**config.mk**
```make
export PLATFORM = sky130hd
export DESIGN_NAME = fc_sequencer_2_flat
export DESIGN_NICKNAME = d
export VERILOG_FILES = /design/src/rtl/fc_sequencer_2_if.sv /design/src/rtl/fc_sequencer_2.sv /design/src/flat_wrapper.sv
export SDC_FILE = /design/constraint.sdc
export NUM_CORES = 1
export LEC_CHECK = 0
export BUFFER_PORTS_ARGS = -buffer_cell sky130_fd_sc_hd__buf_2
export CAP_MARGIN = 40
export CORE_MARGIN = 4
export CORE_UTILIZATION = 55
export CTS_CLUSTER_SIZE = 10
export DETAILED_ROUTE_END_ITERATION = 12
export HOLD_SLACK_MARGIN = 0.05
export PLACE_DENSITY = 0.76
export SLEW_MARGIN = 20
export SYNTH_ARGS = -nofsm -noshare
export SYNTH_HDL_FRONTEND = slang
export SYNTH_SLANG_ARGS = --single-unit
```
**constraint.sdc**
```tcl
create_clock -name clock -period 2.67 [get_ports clock]
set_clock_uncertainty 0.05 [all_clocks]
set_input_delay 0.267 -clock clock [delete_from_list [all_inputs] [get_ports clock]]
set_output_delay 0.267 -clock clock [all_outputs]
set_load 0.01 [all_outputs]
```
**src/rtl/fc_sequencer_2_if.sv**
```systemverilog
// Control bus between the FC layer-2 sequencer and its requester / writeback consumers.
interface fc_sequencer_2_if #(
  parameter int FC_COUNT_SLOAD_BITWIDTH      = 3,
  parameter int FC_COUNT_OUT_NEURON_BITWIDTH = 3,
  parameter int FC_INNEURON_ADDR_WIDTH       = 6,
  parameter int FC_WEIGHT_ADDR_WIDTH         = 8
);
   logic                                    start;
   logic                                    abort;
   logic                                    enable;
   logic                                    mac_sload;
   logic [FC_INNEURON_ADDR_WIDTH-1:0]       inneuron_addr;
   logic [FC_WEIGHT_ADDR_WIDTH-1:0]         weight_addr;
   logic [FC_COUNT_SLOAD_BITWIDTH-1:0]      count_sload;
   logic [FC_COUNT_OUT_NEURON_BITWIDTH-1:0] count_out;
   logic                                    busy;
   logic                                    done;

   modport master (
      output start, abort,
      input  enable, mac_sload, inneuron_addr, weight_addr, count_sload, count_out, busy, done
   );
   modport slave (
      input  start, abort,
      output enable, mac_sload, inneuron_addr, weight_addr, count_sload, count_out, busy, done
   );
endinterface

```
**src/rtl/fc_sequencer_2.sv**
```systemverilog
// Sequencer for FC layer 2: per output group, INNEURON MAC cycles then a 6-cycle drain/writeback window.
module fc_sequencer_2 #(
   parameter int INNEURON                     = 64,
   parameter int OUTNEURON                    = 16,
   parameter int PO                           = 4,
   parameter int FC_COUNT_SLOAD_BITWIDTH      = 3,
   parameter int FC_COUNT_OUT_NEURON_BITWIDTH = 3,
   parameter int FC_INNEURON_ADDR_WIDTH       = 6,
   parameter int FC_WEIGHT_ADDR_WIDTH         = 8
) (
   input  logic              clock,
   input  logic              reset,
   fc_sequencer_2_if.slave   bus
);
   localparam int IW = FC_INNEURON_ADDR_WIDTH;
   localparam int WW = FC_WEIGHT_ADDR_WIDTH;
   localparam int SW = FC_COUNT_SLOAD_BITWIDTH;
   localparam int CW = FC_COUNT_OUT_NEURON_BITWIDTH;
   localparam int G  = OUTNEURON / PO;

   localparam logic [IW-1:0] K_LAST  = IW'(INNEURON - 1);
   localparam logic [SW-1:0] CS_LAST = SW'(6);
   localparam logic [CW-1:0] G_LAST  = CW'(G);

   typedef enum logic [1:0] {S_IDLE, S_MAC, S_DRAIN, S_DONE} state_t;

   state_t        state, state_nx;
   logic [IW-1:0] k;
   logic [WW-1:0] w;
   logic [SW-1:0] cs;
   logic [CW-1:0] co;

   always_ff @(posedge clock or posedge reset) begin
      if (reset) state <= S_IDLE;
      else       state <= state_nx;
   end

   always_comb begin
      state_nx = state;
      case (state)
         S_IDLE:  if (bus.start) state_nx = S_MAC;
         S_MAC:   if (k == K_LAST) state_nx = S_DRAIN;
         S_DRAIN: if (cs == CS_LAST) state_nx = (co == G_LAST) ? S_DONE : S_MAC;
         S_DONE:  state_nx = S_IDLE;
         default: state_nx = S_IDLE;
      endcase
      if (bus.abort) state_nx = S_IDLE;
   end

   // Counters follow the next state so every output decodes straight from registers.
   always_ff @(posedge clock or posedge reset) begin
      if (reset) begin
         k  <= '0;
         w  <= '0;
         cs <= '0;
         co <= '0;
      end else begin
         case (state_nx)
            S_MAC: begin
               cs <= '0;
               k  <= (state == S_MAC) ? k + 1'b1 : '0;
               if (state == S_IDLE) begin
                  w  <= '0;
                  co <= CW'(1);
               end else begin
                  w <= w + 1'b1;
                  if (state == S_DRAIN) co <= co + 1'b1;
               end
            end
            S_DRAIN: cs <= (state == S_MAC) ? SW'(1) : cs + 1'b1;
            S_IDLE: begin
               k  <= '0;
               w  <= '0;
               cs <= '0;
               co <= '0;
            end
            default: ;
         endcase
      end
   end

   always_comb begin
      bus.enable        = 1'b0;
      bus.mac_sload     = 1'b0;
      bus.inneuron_addr = '0;
      bus.weight_addr   = '0;
      bus.count_sload   = '0;
      bus.count_out     = '0;
      bus.busy          = 1'b0;
      bus.done          = 1'b0;
      case (state)
         S_MAC: begin
            bus.enable        = 1'b1;
            bus.busy          = 1'b1;
            bus.mac_sload     = (k == '0);
            bus.inneuron_addr = k;
            bus.weight_addr   = w;
            bus.count_out     = co;
         end
         S_DRAIN: begin
            bus.enable        = 1'b1;
            bus.busy          = 1'b1;
            bus.inneuron_addr = k;
            bus.weight_addr   = w;
            bus.count_sload   = cs;
            bus.count_out     = co;
         end
         S_DONE: begin
            bus.busy      = 1'b1;
            bus.done      = 1'b1;
            bus.count_out = co;
         end
         default: ;
      endcase
   end
endmodule

```
**src/flat_wrapper.sv**
```systemverilog
// flat-port wrapper written by rule: the top's interface ports become plain ports
module fc_sequencer_2_flat 
#(
   parameter int INNEURON                     = 64,
   parameter int OUTNEURON                    = 16,
   parameter int PO                           = 4,
   parameter int FC_COUNT_SLOAD_BITWIDTH      = 3,
   parameter int FC_COUNT_OUT_NEURON_BITWIDTH = 3,
   parameter int FC_INNEURON_ADDR_WIDTH       = 6,
   parameter int FC_WEIGHT_ADDR_WIDTH         = 8
)
  (clock, reset, bus_start, bus_abort, bus_enable, bus_mac_sload, bus_inneuron_addr, bus_weight_addr, bus_count_sload, bus_count_out, bus_busy, bus_done);
  fc_sequencer_2_if #(.FC_COUNT_SLOAD_BITWIDTH(FC_COUNT_SLOAD_BITWIDTH), .FC_COUNT_OUT_NEURON_BITWIDTH(FC_COUNT_OUT_NEURON_BITWIDTH), .FC_INNEURON_ADDR_WIDTH(FC_INNEURON_ADDR_WIDTH), .FC_WEIGHT_ADDR_WIDTH(FC_WEIGHT_ADDR_WIDTH)) bus_i ();
  input  logic clock;
  input  logic reset;
  input wire logic [$bits(bus_i.start)-1:0] bus_start;
  input wire logic [$bits(bus_i.abort)-1:0] bus_abort;
  output wire logic [$bits(bus_i.enable)-1:0] bus_enable;
  output wire logic [$bits(bus_i.mac_sload)-1:0] bus_mac_sload;
  output wire logic [$bits(bus_i.inneuron_addr)-1:0] bus_inneuron_addr;
  output wire logic [$bits(bus_i.weight_addr)-1:0] bus_weight_addr;
  output wire logic [$bits(bus_i.count_sload)-1:0] bus_count_sload;
  output wire logic [$bits(bus_i.count_out)-1:0] bus_count_out;
  output wire logic [$bits(bus_i.busy)-1:0] bus_busy;
  output wire logic [$bits(bus_i.done)-1:0] bus_done;
  assign bus_i.start = bus_start;
  assign bus_i.abort = bus_abort;
  assign bus_enable = bus_i.enable;
  assign bus_mac_sload = bus_i.mac_sload;
  assign bus_inneuron_addr = bus_i.inneuron_addr;
  assign bus_weight_addr = bus_i.weight_addr;
  assign bus_count_sload = bus_i.count_sload;
  assign bus_count_out = bus_i.count_out;
  assign bus_busy = bus_i.busy;
  assign bus_done = bus_i.done;
  fc_sequencer_2 #(.INNEURON(INNEURON), .OUTNEURON(OUTNEURON), .PO(PO), .FC_COUNT_SLOAD_BITWIDTH(FC_COUNT_SLOAD_BITWIDTH), .FC_COUNT_OUT_NEURON_BITWIDTH(FC_COUNT_OUT_NEURON_BITWIDTH), .FC_INNEURON_ADDR_WIDTH(FC_INNEURON_ADDR_WIDTH), .FC_WEIGHT_ADDR_WIDTH(FC_WEIGHT_ADDR_WIDTH)) u_core (.clock(clock), .reset(reset), .bus(bus_i));
endmodule
```
==> impl_metrics.tcl, run 1 <==
set metrics [dict create \
    clkSlewWorstSetupHoldPaths_ps 130 \
    finalPower_uw 614 \
    status "finished, final reports clean" \
    start_kind "flop" \
    syn_inst 179 \
    firstDrtPassIters 4 \
    cts_tree "yes" \
    via_per_inst 5.74 \
    synth_cell_type_count 39 \
    grt_max_degree 20 \
    reg2reg_from "u_core.state[0]" \
    final_common_cell "buf_2" \
    peakVddDrop_mv 0.275 \
    timing.final.crit_period_ps 2440 \
    dpl.hpwl_um 2570 \
    dieWidth_um 60.3 \
    final_nets 226 \
    syn_area_per_cell_um2 8.39 \
    power.density_mw_per_mm2 355 \
    synth-adder-area-share 0.0916 \
    power.clock.fraction 0.305 \
    clockRootBuffer "clkbuf_4" \
    fin_crit_sh 0.912 \
    gp_congestion 0.810 \
    synth_nets 194 \
    arrival_ps 2640 \
    synth_xor_xnor_area_share 0 \
    cts.sinks 22 \
    finalHoldViolCount 0 \
    drc 0 \
    path_class "flop to flop" \
    drt_first_iter_violations 62 \
    tightest_slew_ps 569 \
    ys_ff_latch 22 \
    tns_ps 0 \
    synth-edff-count 0 \
    grt_pass1_wl_um 5900 \
    synth-simple-area-share 0.278 \
    fmax_mhz 410 \
    cts_max_path_buffers 2 \
    antenna_left 0 \
    antennaDiodeCount 0 \
    clk_latency_ps 310 \
    fillers 217 \
    core_mm2 0.00254 \
    muxShareOfSynthArea 0 \
    power.share.sequential 0.559 \
    htreeDepth 1 \
    avgRoutedWirePerCell_um 14.6 \
    leakage_uw 0.000816 \
    crit_path_max_fanout 15 \
    p_int_uw 449 \
    gr-total-overflow 0 \
    cp.required_ps 2880 \
    cts_buffers 3 \
    layout-drive-gt1-share 0.210 \
    vias 1378 \
    rows 18 \
    p_switching_uw 165 \
    grtUsageTotal 0.214 \
    die_h_um 60.3 \
    seq_area_frac_synth 0.366 \
    die_area_mm2 0.00363 \
    cap_violations 0 \
    r2r_slack_ps 230 \
    switching_share 0.268 \
    initial_core_util 0.590 \
    min_from "bus_abort" \
    slew_violations 0 \
    synth_compound_area_frac 0.200 \
    timing.hold.ws_ps 313 \
    combPwrFrac 0.136 \
    hp-class "input port to flop" \
    async_flop_share 1.00 \
    synth_top_family_by_area "simple AND/OR/NAND/NOR gates" \
    synthFlopType "dfrtp_1" \
    port_buffers 27 \
    end_kind "flop" \
    yosysWarnings 0 \
    postCtsSetupBuffers 0 \
    areaGrowthSynthToFinish_pct 15.2 \
    syn_area_mm2 0.00150 \
    antenna_found_initial 0 \
    setup_viol 0 \
    wl_um 3490 \
    grt_pass1_vias 1366 \
    rsz0062_at_grt "no" \
    final_cell_mix "buf_2 (27), dfrtp_1 (22), nand2_1 (19)" \
    startpoint "u_core.state[0]" \
    max-slew-margin-rel 0.620 \
    ios 28 \
]
synthesized netlist by cell type (all sizes together) (2+ instances only):
cell type	number	share of area
dfrtp	22	0.37
nand2	19	0.047
and2	18	0.075
inv	18	0.045
a21oi	14	0.047
o21ai	12	0.040
ha	11	0.092
nand3	11	0.037
nor2	7	0.017
o22ai	6	0.025
or2	4	0.017
buf	3	0.014
nand2b	3	0.012
nor2b	3	0.012
a211oi	2	0.018
a21o	2	0.010
and3	2	0.0083
clkbuf	2	0.0050
nor3	2	0.0067
nor4	2	0.0083
o31ai	2	0.010
or3	2	0.0083
metal layers:
metal | up-vias | part of all wire | GRT usage
met1 | 649 | 0.45 | 0.274
met3 | 6 | 0.051 | 0.0238
met4 | 0 | 0.0097 | 0.0823
met5 | - | 0 | 0
li1 | 682 | - | -
met2 | 41 | 0.49 | 0.367
final cells by class:
type	count	area, µm²	area share
tap	30	37.5	0.0217
multi-input combinational	134	856	0.495
clock buffer	4	36.3	0.0210
inverter	18	67.6	0.0390
timing repair buffer	32	183	0.106
sequential	22	551	0.318
repair_timing:
action,in CTS,in global routing
endpoints found under the hold margin,10,0
resized for setup,0,0
hold buffers,1,0
per-stage QoR:
| stage | setup WS, ps | utilization | area, µm² | cells |
|---|---|---|---|---|
| 2_1_floorplan | 579 | - | 1500 | 179 |
| 3_3_place_gp | 377 | 0.656 | 1670 | 234 |
| 3_5_place_dp | 261 | 0.662 | 1680 | 235 |
| 4_1_cts | 233 | 0.680 | 1730 | 240 |
| 5_1_grt | 15.9 | 0.680 | 1730 | 240 |
| 6_report | 234 | 0.680 | 1730 | 240 |
registers in the layout (all words and copies together), names as in the netlist:
register	count
u_core.state	2
u_core.co	3
u_core.w	8
u_core.cs	3
u_core.k	6
critical path: stages, from the launching register on:
cell and delay [ps]:
dfrtp_1 460, inv_1 110, ha_1 490, nor2b_1 170, a21o_1 220, o211ai_2 230
inv_2 60, or4_1 510, nand3_1 90
cells by family after synthesis:
family                   Yosys count
AND/OR/NAND/NOR                   78
AO/OA/AOI/OAI                     45
buffers and inverters             23
flip-flops                        22
adder cells (fa/ha/maj)           11
path summary, 6_finish.rpt:
kind	to	cells after the start
max	u_core.k[5]	8
min	u_core.co[1]	3
max reg2reg	u_core.k[5]	8
min reg2reg	u_core.w[6]	1
max in group asynchronous	u_core.state[0]	4
min in group asynchronous	u_core.w[7]	3
power groups by stage:
stage | Clock (µW) | Sequential (µW) | Combinational, µW
6_report | 187 | 343 | 83.2
5_1_grt | 206 | 344 | 92.8
4_1_cts | 193 | 343 | 83.2
3_5_place_dp | 0 | 349 | 82.0
3_3_place_gp | 0 | 349 | 76.4
2_1_floorplan | 0 | 348 | 56.5
Power figures use the tool's default switching activity.
==> inputs of run 2 (changes only) <==
CTS_CLUSTER_DIAMETER = 200   (was unset)
RECOVER_POWER = 50   (was unset)
TNS_END_PERCENT = 30   (was unset)
==> run 2 against run 1 <==
Effect of this change: sequential share of layout area grew 0.49 points; die area is the same; hold slack gained 4.6 ps; final cell count is the same; critical path type unchanged; total power shrank 0.84%; critical path depth is the same; register-to-register slack lost 20 ps; first-iteration DRC count grew 24%; cell area shrank 1.5%; sequential cell count is the same.
==> impl_metrics.tcl, run 2 (same netlist as run 1, synthesis figures left out) <==
set metrics [dict create \
    status "finished, final reports clean" \
    fillers 220 \
    timing.hold.ws_ps 317 \
    min_from "bus_abort" \
    switching_share 0.267 \
    preCtsSetupSlack_ps 261 \
    grt_busiest_layer "met2" \
    setup_ws_ps 218 \
    leakage_uw 0.000759 \
    clkSlewWorstSetupHoldPaths_ps 120 \
    arrival_ps 2660 \
    fin_crit_sh 0.918 \
    power.density_mw_per_mm2 357 \
    antennaDiodeCount 0 \
    dieWidth_um 60.3 \
    power.clock.fraction 0.305 \
    finalHoldViolCount 0 \
    regMostFlops "u_core.w" \
    grt_pass1_vias 1366 \
    final_cell_mix "dfrtp_1 (22), nand2_1 (19), and2_1 (18)" \
    reg2reg_from "u_core.state[0]" \
    grt_use_met2 0.367 \
    antenna_found_initial 0 \
    multi_input_area_um2 856 \
    grt_pass1_wl_um 5900 \
    grt_max_degree 20 \
    startpoint "u_core.state[0]" \
    use_met1 0.274 \
    firstDrtPassIters 4 \
    gr-total-overflow 0 \
    cap_violations 0 \
    path_class "flop to flop" \
    wl_um 3460 \
    fin_util 0.670 \
    final_common_cell "dfrtp_1" \
    antenna_left 0 \
    initial_core_util 0.590 \
    dpl.hpwl_um 2570 \
    cts_max_path_buffers 2 \
    p_switching_uw 163 \
    clockRootBuffer "clkbuf_4" \
    avgRoutedWirePerCell_um 14.4 \
    largest_reg_flops 8 \
    hp-class "input port to flop" \
    tightest_slew_ps 677 \
    port_buffers 27 \
    cp.required_ps 2880 \
    ios 28 \
    end_kind "flop" \
    areaGrowthSynthToFinish_pct 13.4 \
    tns_ps 0 \
    rsz0062_at_grt "no" \
    rows 18 \
    clk_latency_ps 310 \
    max-slew-margin-rel 0.549 \
    gp_congestion 0.810 \
    grtUsageTotal 0.214 \
    via_per_inst 5.73 \
    fmax_mhz 408 \
    vias 1375 \
    largest_registers "u_core.w: 8 flops, u_core.k: 6 flops" \
    ff_latch_area_um2 551 \
    layout-drive-gt1-share 0.148 \
    setup_viol 0 \
    power.share.sequential 0.564 \
    crit_path_max_fanout 15 \
    drt_first_iter_violations 77 \
    final_nets 226 \
    cts_buffers 3 \
    start_kind "flop" \
    peakVddDrop_mv 0.273 \
    cts_tree "yes" \
    die_area_mm2 0.00363 \
    drc 0 \
    combPwrFrac 0.131 \
    cts.sinks 22 \
    timing.final.crit_period_ps 2450 \
    die_h_um 60.3 \
    core_mm2 0.00254 \
    htreeDepth 1 \
    p_int_uw 446 \
    cts-resized-gates 0 \
    grtUsageMet3 0.0238 \
    slew_violations 0 \
]
run 2: cell count changes in the layout (fill, tap and decap cells not counted):
cell,previous run,this run
clkbuf_1,0,13
buf_2,27,15
buf_8,1,0
run 2: path summary, 6_finish.rpt:
kind | slack, ps | depth (start not counted) | endpoint
worst max-delay path | 220 | 8 | u_core.k[5]
worst min-delay path | 320 | 3 | u_core.co[1]
worst max register to register | 220 | 8 | u_core.k[5]
worst min register to register | 490 | 1 | u_core.w[6]
max in group asynchronous | 1200 | 4 | u_core.state[0]
min in group asynchronous | 430 | 3 | u_core.w[7]
run 2: final cells by class:
| class | count | area share |
|---|---|---|
| repair buffers | 32 | 0.0918 |
| inverters | 18 | 0.0396 |
| clock buffers | 4 | 0.0213 |
| well taps | 30 | 0.0220 |
| multi-input cells | 134 | 0.502 |
| flip-flops and latches | 22 | 0.323 |
run 2: timing repair:
item,4_1_cts,5_1_grt
hold buffers,1,0
hold endpoints to repair,10,0
buffers inserted,0,0
run 2: critical path, stage by stage, from the launching register on:
cell      delay [ps]
dfrtp_1          460
inv_1            110
ha_1             500
nor2b_1          170
a21o_1           220
o211ai_2         230
inv_2             60
or4_1            510
nand3_1           90
run 2: per-layer routing:
metal  part of all wire  vias to the layer above
met4             0.0084                        0
met1               0.45                      647
li1                   -                      680
met2               0.48                       44
met5                  0                        -
met3              0.060                        4
run 2: power by group through the flow:
stage	sequential, µW	clock [µW]	combinational [µW]
6_report	343	186	79.8
3_3_place_gp	349	0	76.4
4_1_cts	343	193	83.2
3_5_place_dp	349	0	82.0
5_1_grt	344	206	89.7
2_1_floorplan	348	0	56.5
run 2: metrics by stage:
| step | instance area [µm²] | power [µW] | instances |
|---|---|---|---|
| 5_1_grt | 1700 | 640 | 240 |
| 3_5_place_dp | 1680 | 431 | 235 |
| 3_3_place_gp | 1670 | 425 | 234 |
| 6_report | 1700 | 608 | 240 |
| 2_1_floorplan | 1500 | 404 | 179 |
| 4_1_cts | 1730 | 619 | 240 |
